<file path="config.mk">
export PLATFORM = sky130hd
export DESIGN_NAME = sprite_update_master
export DESIGN_NICKNAME = d
export VERILOG_FILES = /design/src/rtl/sprite_bus_pkg.sv /design/src/rtl/sync_fifo.sv /design/src/rtl/sprite_update_master.sv
export SDC_FILE = /design/constraint.sdc
export NUM_CORES = 1
export LEC_CHECK = 0
export ABC_AREA = 1
export CORE_MARGIN = 2
export CORE_UTILIZATION = 60
export DETAILED_ROUTE_END_ITERATION = 10
export PLACE_DENSITY = 0.78
export SLEW_MARGIN = 20
export SYNTH_ARGS = -nofsm -noshare
export SYNTH_HDL_FRONTEND = slang
export SYNTH_SLANG_ARGS = --single-unit
</file>
<file path="constraint.sdc">
create_clock -name clk -period 4.25 [get_ports clk]
set_input_delay 0.425 -clock clk [delete_from_list [all_inputs] [get_ports clk]]
set_output_delay 0.425 -clock clk [all_outputs]
set_load 0.1 [all_outputs]
</file>
<file path="src/rtl/sprite_bus_pkg.sv">
// sprite_bus_pkg: shared widths, sprite/score register map, update record and master FSM states
package sprite_bus_pkg;
  localparam int DEF_ADDR_W = 9;
  localparam int DEF_DATA_W = 32;
  localparam logic [DEF_ADDR_W-1:0] DINO_X  = 9'd0;
  localparam logic [DEF_ADDR_W-1:0] DINO_Y  = 9'd1;
  localparam logic [DEF_ADDR_W-1:0] JUMP_X  = 9'd2;
  localparam logic [DEF_ADDR_W-1:0] JUMP_Y  = 9'd3;
  localparam logic [DEF_ADDR_W-1:0] DUCK_X  = 9'd4;
  localparam logic [DEF_ADDR_W-1:0] DUCK_Y  = 9'd5;
  localparam logic [DEF_ADDR_W-1:0] SCAC_X  = 9'd6;
  localparam logic [DEF_ADDR_W-1:0] SCAC_Y  = 9'd7;
  localparam logic [DEF_ADDR_W-1:0] GODZ_X  = 9'd8;
  localparam logic [DEF_ADDR_W-1:0] GODZ_Y  = 9'd9;
  localparam logic [DEF_ADDR_W-1:0] SCORE   = 9'd10;
  localparam logic [DEF_ADDR_W-1:0] SCORE_X = 9'd11;
  localparam logic [DEF_ADDR_W-1:0] SCORE_Y = 9'd12;
  typedef struct packed {
    logic [DEF_ADDR_W-1:0] addr;
    logic [DEF_DATA_W-1:0] data;
  } update_t;
  typedef enum logic [1:0] {IDLE, ISSUE, GAP} state_t;
endpackage

</file>
<file path="src/rtl/sync_fifo.sv">
// sync_fifo: single-clock FIFO with occupancy count, head / next-head peek and tail overwrite
// Ports: clk, reset (async, active-low), push/din, pop, ovw (rewrite newest entry with din),
//        head, head_nxt, tail (newest entry), count.
module sync_fifo
  import sprite_bus_pkg::*;
#(
  parameter type T     = update_t,
  parameter int  DEPTH = 16
) (
  input  logic                   clk,
  input  logic                   reset,
  input  logic                   push,
  input  logic                   pop,
  input  logic                   ovw,
  input  T                       din,
  output T                       head,
  output T                       head_nxt,
  output T                       tail,
  output logic [$clog2(DEPTH):0] count
);
  localparam int AW = $clog2(DEPTH);
  localparam int CW = AW + 1;
  T mem [DEPTH];
  logic [AW-1:0] wp, rp;
  assign head = mem[rp];
  assign head_nxt = mem[rp + 1'b1];
  assign tail = mem[wp - 1'b1];
  always_ff @(posedge clk or negedge reset)
    if (!reset) begin
      wp <= '0;
      rp <= '0;
      count <= '0;
    end else begin
      wp <= wp + AW'(push);
      rp <= rp + AW'(pop);
      count <= count + CW'(push) - CW'(pop);
    end
  always_ff @(posedge clk)
    if (push) mem[wp] <= din;
    else if (ovw) mem[wp - 1'b1] <= din;
endmodule

</file>
<file path="src/rtl/sprite_update_master.sv">
// sprite_update_master: queues sprite/score register updates and writes them over Avalon-MM only during vblank
// Ports: clk, reset (async, active-low), vblank, in_valid/in_ready/in_addr/in_data (update push),
//        av_chipselect/av_write/av_address/av_writedata/av_waitrequest (Avalon write initiator),
//        fifo_count, overflow (sticky, cleared by clear_ovf), frame_count (vblank rises, wraps).
// Optional: SPRITE_UPDATE_COALESCE_EN merges a push into the newest queued entry with the same address.
module sprite_update_master
  import sprite_bus_pkg::*;
#(
  parameter int DEPTH         = 16,
  parameter int MAX_PER_FRAME = 32,
  parameter int WRITE_GAP     = 1,
  parameter int ADDR_W        = DEF_ADDR_W,
  parameter int DATA_W        = DEF_DATA_W
) (
  input  logic                   clk,
  input  logic                   reset,
  input  logic                   vblank,
  input  logic                   in_valid,
  output logic                   in_ready,
  input  logic [ADDR_W-1:0]      in_addr,
  input  logic [DATA_W-1:0]      in_data,
  output logic                   av_chipselect,
  output logic                   av_write,
  output logic [ADDR_W-1:0]      av_address,
  output logic [DATA_W-1:0]      av_writedata,
  input  logic                   av_waitrequest,
  output logic [$clog2(DEPTH):0] fifo_count,
  output logic                   overflow,
  input  logic                   clear_ovf,
  output logic [15:0]            frame_count
);
  localparam int W  = ADDR_W + DATA_W;
  localparam int CW = $clog2(DEPTH) + 1;
  localparam int BW = $clog2(MAX_PER_FRAME + 1);
  localparam int GW = WRITE_GAP > 1 ? $clog2(WRITE_GAP) : 1;
  state_t state;
  logic vblank_q, rise, pop, push, drop, coal, load, cont_i, cont_g, gap_done, unused;
  logic [BW-1:0] budget;
  logic [GW-1:0] gap_cnt;
  logic [W-1:0] head, head_nxt, tail, ld;
  assign in_ready = fifo_count != CW'(DEPTH);
  assign rise = vblank && !vblank_q;
  assign pop = state == ISSUE && !av_waitrequest;
  // back-to-back continuation must look past the entry being popped this cycle
  assign cont_i = fifo_count > CW'(1) && vblank && int'(budget) + 1 < MAX_PER_FRAME;
  assign cont_g = fifo_count != '0 && vblank && int'(budget) < MAX_PER_FRAME;
  assign gap_done = int'(gap_cnt) >= WRITE_GAP - 1;
  assign load = state == IDLE  ? rise && fifo_count != '0 :
                state == ISSUE ? pop && WRITE_GAP == 0 && cont_i :
                                 gap_done && cont_g;
  assign ld = state == ISSUE ? head_nxt : head;
`ifdef SPRITE_UPDATE_COALESCE_EN
  // never rewrite an entry that is on the bus or being latched onto it this cycle
  assign coal = in_valid && fifo_count != '0 && tail[W-1 -: ADDR_W] == in_addr &&
                !(fifo_count == CW'(1) && (state == ISSUE || load)) &&
                !(load && state == ISSUE && fifo_count == CW'(2));
  assign unused = ^tail[DATA_W-1:0];
`else
  assign coal = 1'b0;
  assign unused = ^tail;
`endif
  assign push = in_valid && in_ready && !coal;
  assign drop = in_valid && !in_ready && !coal;
  sync_fifo #(.T(logic [W-1:0]), .DEPTH(DEPTH)) u_fifo (
    .clk      (clk),
    .reset    (reset),
    .push     (push),
    .pop      (pop),
    .ovw      (coal),
    .din      ({in_addr, in_data}),
    .head     (head),
    .head_nxt (head_nxt),
    .tail     (tail),
    .count    (fifo_count)
  );
  always_ff @(posedge clk or negedge reset)
    if (!reset) begin
      state <= IDLE;
      vblank_q <= 1'b0;
      frame_count <= '0;
      overflow <= 1'b0;
      budget <= '0;
      gap_cnt <= '0;
      av_chipselect <= 1'b0;
      av_write <= 1'b0;
      av_address <= '0;
      av_writedata <= '0;
    end else begin
      vblank_q <= vblank;
      frame_count <= frame_count + 16'(rise);
      overflow <= drop || (overflow && !clear_ovf);
      av_chipselect <= load || (av_chipselect && !pop);
      av_write <= load || (av_write && !pop);
      if (load) {av_address, av_writedata} <= ld;
      gap_cnt <= state == GAP ? gap_cnt + 1'b1 : '0;
      if (pop) budget <= budget + 1'b1;
      else if (state == IDLE && load) budget <= '0;
      case (state)
        IDLE:    state <= load ? ISSUE : IDLE;
        ISSUE:   state <= !pop ? ISSUE : WRITE_GAP > 0 ? GAP : load ? ISSUE : IDLE;
        default: state <= !gap_done ? GAP : load ? ISSUE : IDLE;
      endcase
    end
endmodule

</file>
==> impl_metrics.env <==
export IMPL_status="finished clean"
export IMPL_synth_edf_count=656
export IMPL_setup_violations=0
export IMPL_crit_chain="inv_1 -> ha_1 -> nand4_1 -> clkdlybuf4s50_1"
export IMPL_grt_pass1_vias=20729
export IMPL_dieWidth_um=234
export IMPL_drive_above_1_share=0.0574
export IMPL_drc_errors=0
export IMPL_drtPass1Iterations=6
export IMPL_hold_depth=1
export IMPL_cp_slowest_cell="clkdlybuf4s50_1"
export IMPL_vias_per_cell=5.52
export IMPL_core_area_mm2=0.0523
export IMPL_cts_tree="yes"
export IMPL_via_count=21204
export IMPL_worstSetupEndpoint="in_ready"
export IMPL_cp_arrival_ps=2550
export IMPL_finalCritPeriodShare=0.701
export IMPL_antenna_cells=0
export IMPL_synth_area_leaders="edfxtp_1 (62%), nand2_1 (12%), nand3_1 (8.1%)"
export IMPL_postCtsSetupRepairBufs=0
export IMPL_port_buffers=112
export IMPL_criticalPathCategory="register to output port"
export IMPL_slew_headroom=0.234
export IMPL_async_flop_share=0.111
export IMPL_grt_max_degree=203
export IMPL_synth_common_cells="nand2_1 (1012), edfxtp_1 (656), inv_1 (517), nand3_1 (509), dfrtp_1 (82)"
export IMPL_rr_worst_depth=8
export IMPL_hold_slack_ps=298
export IMPL_hp_class="primary input to register"
export IMPL_clkTransAtPathRegs_ps=60
export IMPL_crit_path_start_kind="register"
export IMPL_synth_cells=3010
export IMPL_fin_worst_skew_ps=24.1
export IMPL_final_hold_viol_count=0
export IMPL_cts_made_buffers=74
export IMPL_htree_levels=3
export IMPL_antenna_found_initial=0
export IMPL_insertion_delay_ps=620
export IMPL_slew_violations=0
export IMPL_row_count=84
export IMPL_critPathMaxFanout=3
export IMPL_synth_area_mm2=0.0316
export IMPL_irDropWorstVdd_v=0.000599
export IMPL_dr_first_iter_drc_count=2420
export IMPL_die_area_mm2=0.0545
export IMPL_dieHeight_um=234
export IMPL_synth_fp_nets=3070
export IMPL_cts_root_buf="clkbuf_16"
export IMPL_rsz0062_at_grt="no"
export IMPL_synth_seq_cells=738
export IMPL_min_period_ps=2980
export IMPL_grt_pass1_wl_um=115000
export IMPL_r2r_slack_ps=1300
export IMPL_ys_dominant_reg_cell="edfxtp_1"
export IMPL_dpl_hpwl_um=41300
export IMPL_cp_startpoint="u_fifo.count[2]$_DFF_PN0_"
export IMPL_ys_types=29
export IMPL_yosys_warnings=0
export IMPL_power_leakage_nw=15.4
export IMPL_reg2reg_from="u_fifo.count[2]$_DFF_PN0_"
export IMPL_critical_path_max_stage_delay_ps=1160
export IMPL_wirelength_um=74400
export IMPL_worst_pin_slew_ps=1150
export IMPL_post_cts_resized=0
export IMPL_fmax_mhz=336
export IMPL_wl_per_cell_um=19.4
export IMPL_grt_use_total=0.277
export IMPL_nets=3156
export IMPL_endpoint_kind="output port"
export IMPL_syn_area_per_cell_um2=10.5
export IMPL_synthToLayoutAreaGrowth_pct=12.6
export IMPL_drv_cap=0
export IMPL_yosysMostFrequentCell="nand2_1"
export IMPL_design_area_mm2=0.0356
export IMPL_gr_total_overflow=0
export IMPL_synth_top_cell_by_area="edfxtp_1"
export IMPL_r2r_end="u_fifo.mem[12][38]$_DFFE_PP_"
export IMPL_synth_top_area_frac=0.623
export IMPL_start_util=0.604
export IMPL_powerDensity_mw_per_mm2=708
export IMPL_hold_buffers=1
export IMPL_placed_area_mm2=0.0332
export IMPL_routabilityCongestion=0.862
export IMPL_ios=113
export IMPL_cts_buffer_depth=3
export IMPL_numClockSinks=738
export IMPL_postRouteAntennaNets=0
export IMPL_synth_seq_area_share=0.688
export IMPL_worst_ep_required_time_ps=3830
## flip-flops by register name (all words and copies together) (netlist names), 4 cells and up
| name | flops |
|---|---|
| av_address | 9 |
| av_writedata | 32 |
| budget | 6 |
| frame_count | 16 |
| u_fifo.count | 5 |
| u_fifo.mem | 656 |
| u_fifo.rp | 4 |
| u_fifo.wp | 4 |
## layout by cell type (no fill, tap or decap), drive strengths merged
cell type         n
mux2i             1
inv             528
o22ai             3
nor2             28
clkinvlp          4
fa                1
nor3              3
edfxtp          656
dfrtp            82
o21ai             5
clkinv           29
nand4             5
buf              41
clkdlybuf4s50   111
o31ai             1
clkbuf           90
nand3           509
bufinv            5
xor2             15
dlygate4sd3       1
nand2          1013
a21oi             3
ha               12
xnor2             8
## kinds of logic after synthesis
kind of cell	synth area share
AO/OA/AOI/OAI	0.00210
XOR/XNOR	0.00637
adder cells (fa/ha/maj)	0.00538
buffers and inverters	0.0916
flip-flops	0.688
multiplexers	0.000317
AND/OR/NAND/NOR	0.206
## layout make-up
class	count	area, µm²
flip-flops and latches	738	21800
fillers	3636	16800
multi-input cells	1607	7080
inverters	522	1970
clock buffers	90	1940
repair buffers	153	1570
well taps	688	861
clock inverters	44	390
## worst max-delay path: cells and delay by family, from the launching register on
family / cells / cell delay (ps)
fa+ha+maj: 1 / 210
buf+inv: 2 / 1230
flops: 1 / 360
simple gates: 1 / 150
## worst min-delay path by stage
stage / slack [ps] / from / end
2_1_floorplan: 130 / reset / av_address[0]$_DFFE_PN0P_
3_3_place_gp: 460 / frame_count[15]$_DFF_PN0_ / frame_count[15]$_DFF_PN0_
3_5_place_dp: 460 / av_writedata[27]$_DFFE_PN0P_ / av_writedata[27]$_DFFE_PN0P_
4_1_cts: 270 / vblank / vblank_q$_DFF_PN0_
5_1_grt: 290 / vblank / vblank_q$_DFF_PN0_
6_report: 300 / vblank / vblank_q$_DFF_PN0_
## routing by layer
layer / routed length (µm) / GRT usage / part of all wire / vias up
met5: 0 / 0 / 0 / -
met4: 2090 / 0.103 / 0.028 / 0
met3: 7140 / 0.0519 / 0.096 / 172
met2: 35900 / 0.452 / 0.48 / 1117
met1: 29300 / 0.374 / 0.39 / 10058
li1: - / - / - / 9857
## report_power, final
part / internal [mW] / total, mW / switching, mW / leakage, nW
registers: 8.91 / 9.42 / 0.515 / 6.95
logic: 2.39 / 9.46 / 7.07 / 7.27
clock network: 3.59 / 6.32 / 2.73 / 1.14
total: 14.9 / 25.2 / 10.3 / 15.4
## per-stage QoR
step                setup WS, ps  TNS (ps)  std cells  power [mW]  utilization
floorplan                   -394   -258220       3010        16.5            -
global placement            1200         0       3707        18.7        0.635
detailed placement          1190         0       3707        18.9        0.635
CTS                         1250         0       3842        25.2        0.680
global route                1140         0       3842        26.4        0.680
finish                      1270         0       3842        25.2        0.680
No activity file was read; power rests on OpenSTA's default activity.
